--- config.mk ---
export PLATFORM = sky130hd
export DESIGN_NAME = jk_cmd_scheduler
export DESIGN_NICKNAME = d
export VERILOG_FILES = /design/src/rtl/jk_sched_pkg.sv /design/src/rtl/jk_ff_bank.sv /design/src/rtl/jk_cmd_scheduler.sv
export SDC_FILE = /design/constraint.sdc
export NUM_CORES = 1
export LEC_CHECK = 0
export ABC_AREA = 1
export BUFFER_PORTS_ARGS = -buffer_cell sky130_fd_sc_hd__buf_2
export CAP_MARGIN = 20
export CORE_UTILIZATION = 56
export CTS_BUF_LIST = sky130_fd_sc_hd__clkbuf_8
export DETAILED_ROUTE_END_ITERATION = 10
export HOLD_SLACK_MARGIN = 0.1
export PLACE_DENSITY = 0.95
export SLEW_MARGIN = 20
export SYNTH_ARGS = -nofsm -noshare
export SYNTH_HDL_FRONTEND = slang
export SYNTH_HIERARCHICAL = 1
export SYNTH_SLANG_ARGS = --single-unit
--- constraint.sdc ---
create_clock -name clk -period 4.5 [get_ports clk]
set_clock_uncertainty 0.1 [all_clocks]
set_input_delay 0.225 -clock clk [delete_from_list [all_inputs] [get_ports clk]]
set_output_delay 0.225 -clock clk [all_outputs]
set_load 0.01 [all_outputs]
--- src/rtl/jk_sched_pkg.sv ---
// Shared definitions for the JK command scheduler: op codes, FSM states and
// the JK next-state function used by the flip-flop bank.
package jk_sched_pkg;

  localparam logic [1:0] OP_HOLD   = 2'b00;
  localparam logic [1:0] OP_RESET  = 2'b01;
  localparam logic [1:0] OP_SET    = 2'b10;
  localparam logic [1:0] OP_TOGGLE = 2'b11;

  typedef enum logic [1:0] {
    S_IDLE  = 2'b00,
    S_APPLY = 2'b01,
    S_DONE  = 2'b10
  } state_t;

  // Characteristic equation Q+ = J&~Q | ~K&Q, applied bitwise.
  function automatic logic [31:0] jk_next(input logic [31:0] q_cur,
                                          input logic [31:0] j_in,
                                          input logic [31:0] k_in);
    return (j_in & ~q_cur) | (~k_in & q_cur);
  endfunction

endpackage

--- src/rtl/jk_ff_bank.sv ---
// Bank of WIDTH JK flip-flops with synchronous active-low reset to 0;
// q_ is always the complement of q.
module jk_ff_bank
  import jk_sched_pkg::*;
#(
  parameter int WIDTH = 4
) (
  input  logic             clk,
  input  logic             reset_n,
  input  logic [WIDTH-1:0] j,
  input  logic [WIDTH-1:0] k,
  output logic [WIDTH-1:0] q,
  output logic [WIDTH-1:0] q_
);

  logic [WIDTH-1:0] r_q;

  // Flip-flop state, one JK FF per bit.
  always_ff @(posedge clk) begin
    if (!reset_n) begin
      r_q <= '0;
    end else begin
      r_q <= WIDTH'(jk_next(32'(r_q), 32'(j), 32'(k)));
    end
  end

  assign q  = r_q;
  assign q_ = ~r_q;

endmodule

--- src/rtl/jk_cmd_scheduler.sv ---
// Round-robin scheduler serialising masked JK commands onto a shared FF bank.
// Define JK_SCHED_FIXED_PRIO_EN for fixed lowest-index-wins arbitration.
module jk_cmd_scheduler
  import jk_sched_pkg::*;
#(
  parameter int NUM_REQ = 4,
  parameter int WIDTH   = 4,
  parameter int IDW     = 2
) (
  input  logic                     clk,
  input  logic                     reset_n,
  input  logic [NUM_REQ-1:0]       req_valid,
  input  logic [2*NUM_REQ-1:0]     req_op,
  input  logic [WIDTH*NUM_REQ-1:0] req_mask,
  output logic [NUM_REQ-1:0]       req_ready,
  output logic [WIDTH-1:0]         q,
  output logic [WIDTH-1:0]         q_,
  output logic                     busy,
  output logic [IDW-1:0]           grant_id
);

  state_t             r_state;
  state_t             w_next;
  logic [IDW-1:0]     r_id;
  logic [1:0]         r_op;
  logic [WIDTH-1:0]   r_mask;
  logic [NUM_REQ-1:0] r_ready;
  logic               r_busy;

  logic [IDW-1:0]     w_ptr_base;
  logic [IDW:0]       w_sum;
  logic [IDW-1:0]     w_cand;
  logic [IDW-1:0]     w_win;
  logic               w_any;
  logic [1:0]         w_sel_op;
  logic [WIDTH-1:0]   w_sel_mask;
  logic [NUM_REQ-1:0] w_ready_next;
  logic [WIDTH-1:0]   w_j;
  logic [WIDTH-1:0]   w_k;

`ifdef JK_SCHED_FIXED_PRIO_EN
  assign w_ptr_base = '0;
`else
  logic [IDW-1:0] r_ptr;

  // Round-robin pointer advances past the requester just served.
  always_ff @(posedge clk) begin
    if (!reset_n) begin
      r_ptr <= '0;
    end else if (r_state == S_DONE) begin
      r_ptr <= (r_id == IDW'(NUM_REQ - 1)) ? '0 : r_id + IDW'(1);
    end
  end

  assign w_ptr_base = r_ptr;
`endif

  // Winner search: scanning offsets high-to-low lets the lowest offset win.
  always_comb begin
    w_any      = 1'b0;
    w_win      = '0;
    w_sum      = '0;
    w_cand     = '0;
    w_sel_op   = OP_HOLD;
    w_sel_mask = '0;
    for (int o = NUM_REQ - 1; o >= 0; o--) begin
      w_sum  = {1'b0, w_ptr_base} + (IDW+1)'(o);
      w_cand = (w_sum >= (IDW+1)'(NUM_REQ)) ? IDW'(w_sum - (IDW+1)'(NUM_REQ))
                                             : IDW'(w_sum);
      w_any  = w_any | req_valid[w_cand];
      w_win  = req_valid[w_cand] ? w_cand : w_win;
    end
    for (int i = 0; i < NUM_REQ; i++) begin
      w_sel_op   = (w_win == IDW'(i)) ? req_op[2*i +: 2] : w_sel_op;
      w_sel_mask = (w_win == IDW'(i)) ? req_mask[WIDTH*i +: WIDTH] : w_sel_mask;
    end
  end

  // Next-state and next ready pulse.
  always_comb begin
    w_next       = r_state;
    w_ready_next = '0;
    case (r_state)
      S_IDLE: begin
        if (w_any) begin
          w_next = S_APPLY;
        end else begin
          w_next = S_IDLE;
        end
      end
      S_APPLY: begin
        w_next       = S_DONE;
        w_ready_next = NUM_REQ'(1) << r_id;
      end
      S_DONE:  w_next = S_IDLE;
      default: w_next = S_IDLE;
    endcase
  end

  // State, registered outputs and latched command payload.
  always_ff @(posedge clk) begin
    if (!reset_n) begin
      r_state <= S_IDLE;
      r_id    <= '0;
      r_op    <= OP_HOLD;
      r_mask  <= '0;
      r_ready <= '0;
      r_busy  <= 1'b0;
    end else begin
      r_state <= w_next;
      r_ready <= w_ready_next;
      r_busy  <= (w_next != S_IDLE);
      if (r_state == S_IDLE && w_any) begin
        r_id   <= w_win;
        r_op   <= w_sel_op;
        r_mask <= w_sel_mask;
      end
    end
  end

  // Bank drive is non-zero only during APPLY; masked-off bits hold.
  always_comb begin
    w_j = '0;
    w_k = '0;
    if (r_state == S_APPLY) begin
      case (r_op)
        OP_HOLD:   begin w_j = '0;     w_k = '0;     end
        OP_RESET:  begin w_j = '0;     w_k = r_mask; end
        OP_SET:    begin w_j = r_mask; w_k = '0;     end
        OP_TOGGLE: begin w_j = r_mask; w_k = r_mask; end
        default:   begin w_j = '0;     w_k = '0;     end
      endcase
    end else begin
      w_j = '0;
      w_k = '0;
    end
  end

  jk_ff_bank #(.WIDTH(WIDTH)) u_bank (
    .clk     (clk),
    .reset_n (reset_n),
    .j       (w_j),
    .k       (w_k),
    .q       (q),
    .q_      (q_)
  );

  assign req_ready = r_ready;
  assign busy      = r_busy;
  assign grant_id  = r_id;

endmodule
Word-level counts from Yosys, hierarchy flattened:

Index checks and enable logic that the tools add are counted.

* add/subtract/negate cells: 8
* $mul: 0
* div/mod/pow operators: 0
* magnitude comparators: 8
* equal/unequal tests: 9
* shifts and indexed selects: 1
* muxes and demuxes: 31
* bitwise gates (word level): 9
* reduce and logical (&&, ||, !) cells: 10

Operators with widths (number)
* 2-to-1 mux 2 bit: 13
* 2-to-1 mux 4 bit: 6
* one-hot mux 4 bit (2 select lines): 2
* == test 2 bit, second input constant: 6
* < comparator 2 x 3 -> 1 bit, second input constant: 4
* NOT 4 bit: 3
* >= comparator 3 bit, second input constant: 3
* AND 4 bit: 2
* binary-select mux 1 bit (select 2 bit): 4
* OR reduction 2 bit: 4
* subtractor 2 x 1 -> 2 bit, second input constant: 4
* adder 2 x 2 -> 3 bit, second input constant: 2
* == test 2 x 1 -> 1 bit, second input constant: 3
* logical NOT 2 bit: 3
* 2-to-1 mux 1 bit: 5
* OR 4 bit: 1
* one-hot mux 2 bit (2 select lines): 1
* left shift 1 x 2 -> 4 bit, first input constant: 1
* adder 2 x 1 -> 3 bit, second input constant: 1
* >= comparator 2 x 3 -> 1 bit, second input constant: 1
* OR 1 bit: 3
* adder 2 x 1 -> 2 bit, second input constant: 1
* AND reduction 2 bit: 1
* nonzero test 2 bit: 1
* logical AND 1 bit: 1

* register bits: 21
* latch bits: 0
* memory bits (writable): 0
* memory bits (read-only): 0
* bits of input ports: 30
* word-level logic and storage cells: 84
* memories kept: 0

Logic depth before layout (Yosys ltp):

* word-level depth: 14
* mapped depth: 15
* mapped depth without buffers: 14

Modules after synthesis:

Netlist, hierarchy kept.

By module, submodules not included
* jk_cmd_scheduler: times used 1, cells an instance 185, area each 1187.4 um2, sequential area each 340.3 um2
* jk_ff_bank: times used 1, cells an instance 24, area each 155.1 um2, sequential area each 80.1 um2

Least setup slack after synthesis:

No wires, ideal clock.

* path kind: register to register
* start point: reg r_ptr[0]
* end point: reg r_mask[0]
* setup time: 122 ps
* arrival: 1456 ps
* setup slack: 2822 ps
* stages on the path, launching flop included: 16
* buffers on the path: 2
* cells stage by stage: dfxtp_1 > buf_6 > inv_8 > nand2_1 > nand2_2 > nand2_2 > nand2_2 > nor2_1 > nor2_2 > nand2_2 > nand2_4 > buf_8 > o21bai_2 > nand3_1 > nand2_1 > a21oi_1

* word-level cells in the longest chain between the ends: 14
* elaborated cells on any way between the ends: 39

RTL lines
* from (decl): line jk_cmd_scheduler.sv:44 `logic [IDW-1:0] r_ptr;`
* from (signal assigned): line jk_cmd_scheduler.sv:51 `r_ptr <= (r_id == IDW'(NUM_REQ - 1)) ? '0 : r_id + IDW'(1);`
* adder 2 x 2 -> 3 bit: line jk_cmd_scheduler.sv:67 `w_sum = {1'b0, w_ptr_base} + (IDW+1)'(o);`
* >= comparator 3 bit / subtractor 2 x 1 -> 2 bit (equally long branches): line jk_cmd_scheduler.sv:68 `w_cand = (w_sum >= (IDW+1)'(NUM_REQ)) ? IDW'(w_sum - (IDW+1)'(NUM_REQ))`
* 2-to-1 mux 2 bit: line jk_cmd_scheduler.sv:68
* binary-select mux 1 bit (select 2 bit): line jk_cmd_scheduler.sv:70, jk_cmd_scheduler.sv:71
* 2-to-1 mux 1 bit (not written as such): line jk_cmd_scheduler.sv:70, jk_cmd_scheduler.sv:71
* 2-to-1 mux 2 bit (4 in a row): line jk_cmd_scheduler.sv:71 `w_win = req_valid[w_cand] ? w_cand : w_win;`
* logical NOT 2 bit: line jk_cmd_scheduler.sv:75 `w_sel_mask = (w_win == IDW'(i)) ? req_mask[WIDTH*i +: WIDTH] : w_sel_mask;`
* 2-to-1 mux 4 bit (4 in a row): line jk_cmd_scheduler.sv:75
* to (signal assigned): line jk_cmd_scheduler.sv:116 `r_mask <= w_sel_mask;`
* to (decl): line jk_cmd_scheduler.sv:26 `logic [WIDTH-1:0] r_mask;`

Parallel ways exist; a longest one is shown, timed or not. The select of a mux whose other input is x is not followed.
A chain may end at the register's enable or synchronous reset.

Final worst setup path:

* start point: reg r_ptr[0]
* end point: reg r_mask[1]

The elaborated chain is that of the path after synthesis.

==> results.txt <==
Post-DR wirelength/cell: 9.868 um
GRT overflow: 0
F_max: 0.4431 GHz
Setup tns final: 0 ns
GPL Wtd Cong: 0.9637
PwrDens: 370.3 nW/um2
Gr busiest metal: met2
Synthesized area per cell: 6.424 um2
Clk slew on worst S/H paths: 0.08 ns
Layout cells sized above 1: 26.98%
Multi-input gate area: 737.0 um2
Die height: 50.97 um
Initial antenna violation count: 0
Top cell type's share of synthesized area: 31.31%
Die ar.: 2597 um2
Syn Std Cell Area: 1343 um2
Drt total wl: 2763 um
Maximum clock path buffer count: 2
Gate Count Post-Synth: 209
Unrepaired setup endpoints after global routing: false
Max Slew Vio Count: 0
Crit path arrival time: 2.29 ns
CTS Sinks: 21
Core area: 2233 um2
Met1 Usage GRT: 31.63%
Max-cap viol count: 0
Register area: 420.4 um2
Worst hold path class: in2reg
Overall Global Routing Usage: 23.67%
Port buffer count: 44
Vias: 1418
TritonCTS clock tree: built
Period minus WS final: 2.257 ns
Dpl hpwl: 2127 um
VDD IR-drop max: 0.2575 mV
I/O pin count: 45
# DRC: 0
Most common cell after layout, fill and taps aside: nand2_1
CP startpoint kind: register
Commonest non-fill, non-tap cells in the layout: nand2_1, buf_2, inv_1
Vias in the first global route: 1178
Antenna viol nets, final: 0
Skew-Pair Late Insertion Delay: 0.26 ns
First-pass DRT Iterations: 4
Yosys reg bits: 21
CTS hold repair buffers: 0
Setup Viol. Count Final: 0
Synth Warn #: 6
Initial core utilization: 60.11%
Critical Path Fanout Max: 11
Final Util: 71.37%
Syn Nets: 240
Final-layout fill cell count: 201
Nets@finish: 284
CP required: 4.54 ns
Slew headroom: 52.53%
Cell taking the most area after synthesis: dfxtp_1
Crit path kind: reg2reg
CP Capture Type: register
Top post-synthesis cells by area: dfxtp_1, nand2_1, inv_1
CTS Root Cell: clkbuf_8
Vias per cell: 5.064
Hold Vio Cnt, Final: 0
Worst-Margin Slew: 0.7105 ns
Seq/Total Area, Yosys: 31.31%
Post-CTS setup buffers: 0
CTS H-tree lvls: 1
Row count: 17
Met3 GRT Util: 2.976%
Yosys cell types: 24
Die span in x: 50.97 um
Met2 global-route usage: 39.69%
Leakage: 0.0008100 uW
Antenna diode count: 0
Pin count of the biggest net entering global routing: 16
Fin crit share: 50.16%
First-pass GRT wire length: 4726 um
PostCTS Resize Cnt: 0
Iter 0 DRT Violations: 58
P&R area growth vs syn: 18.73%
TritonCTS buffer count: 3
Outcome: finished, final reports clean
## worst paths after layout
| check | slack (ns) | from | end | cells after the start |
|---|---|---|---|---|
| setup / recovery | 2.24 | r_ptr[0] | r_mask[1] | 11 |
| hold / removal | 0.17 | reset_n | u_bank/q[2] | 3 |
| setup reg to reg | 2.24 | r_ptr[0] | r_mask[1] | 11 |
| hold reg to reg | 0.37 | r_mask[0] | r_mask[0] | 2 |
## Yosys cell counts
master	count
a21oi_1	9
buf_2	1
nand3_2	4
ha_1	1
buf_6	2
nand2_4	1
a21boi_1	1
buf_8	1
o21ai_1	2
nor2_1	22
inv_8	1
nand3_1	22
dfxtp_1	21
o21ai_0	6
inv_2	1
nand4_1	3
nand2_1	52
nor3_1	8
nor2_2	1
inv_1	32
nand2_2	9
o21bai_2	3
nand3b_1	5
buf_4	1
## metal layers
| layer | vias up | share of wire, % |
|---|---|---|
| met5 | - | 0 |
| met4 | 0 | 0.54 |
| met3 | 2 | 5.4 |
| met2 | 51 | 46 |
| met1 | 617 | 48 |
| li1 | 748 | - |
## worst max-delay path, stage by stage, from the launching register on
cell	delay, ns
dfxtp_1	0.59
nand2_1	0.13
nand3_1	0.12
nand3_1	0.08
nand2_1	0.07
nand2_1	0.06
a21boi_1	0.55
nand3b_1	0.18
nand2_1	0.09
inv_1	0.04
nand2_1	0.07
a21oi_1	0.06
## kinds of logic after synthesis
family	share of synthesized area [%]
compound gates	9.413
buf+inv	13.79
fa+ha+maj	0.9318
simple gates	44.55
flops	31.31
## through the flow
step                      setup WS (ns)  hold slack (ns)  std cells  area [um2]  power [uW]
after floorplan                   2.822           0.2456        209        1343       428.7
after global placement            2.386           0.3551        276        1548       462.2
after detailed placement          2.303           0.3584        276        1548       469.4
after CTS                         2.287           0.1679        280        1594       590.6
after global routing              1.974           0.1779        280        1594       635.7
final                             2.243           0.1695        280        1594       590.3
## sequential cells by signal (all words and copies together) (netlist names)
name and count:
r_mask 4, req_ready 4, u_bank/q 4, grant_id 2
r_op 2, r_ptr 2, r_state 2, busy 1
## layout make-up
class,count,area share [%]
clock buffers,3,2.590
clock inverters,1,0.3140
inverters,34,8.477
multi-input cells,149,46.23
flip-flops and latches,21,26.37
well taps,28,2.198
repair buffers,44,13.81
## report_power, final
group | switching (uW) | internal (uW) | total, uW
Sequential | 19.4 | 212 | 231
Combinational | 153 | 84.5 | 238
Clock | 60.1 | 61.6 | 122
Total | 233 | 358 | 590
Note: power is estimated with default switching activity, not from simulation.
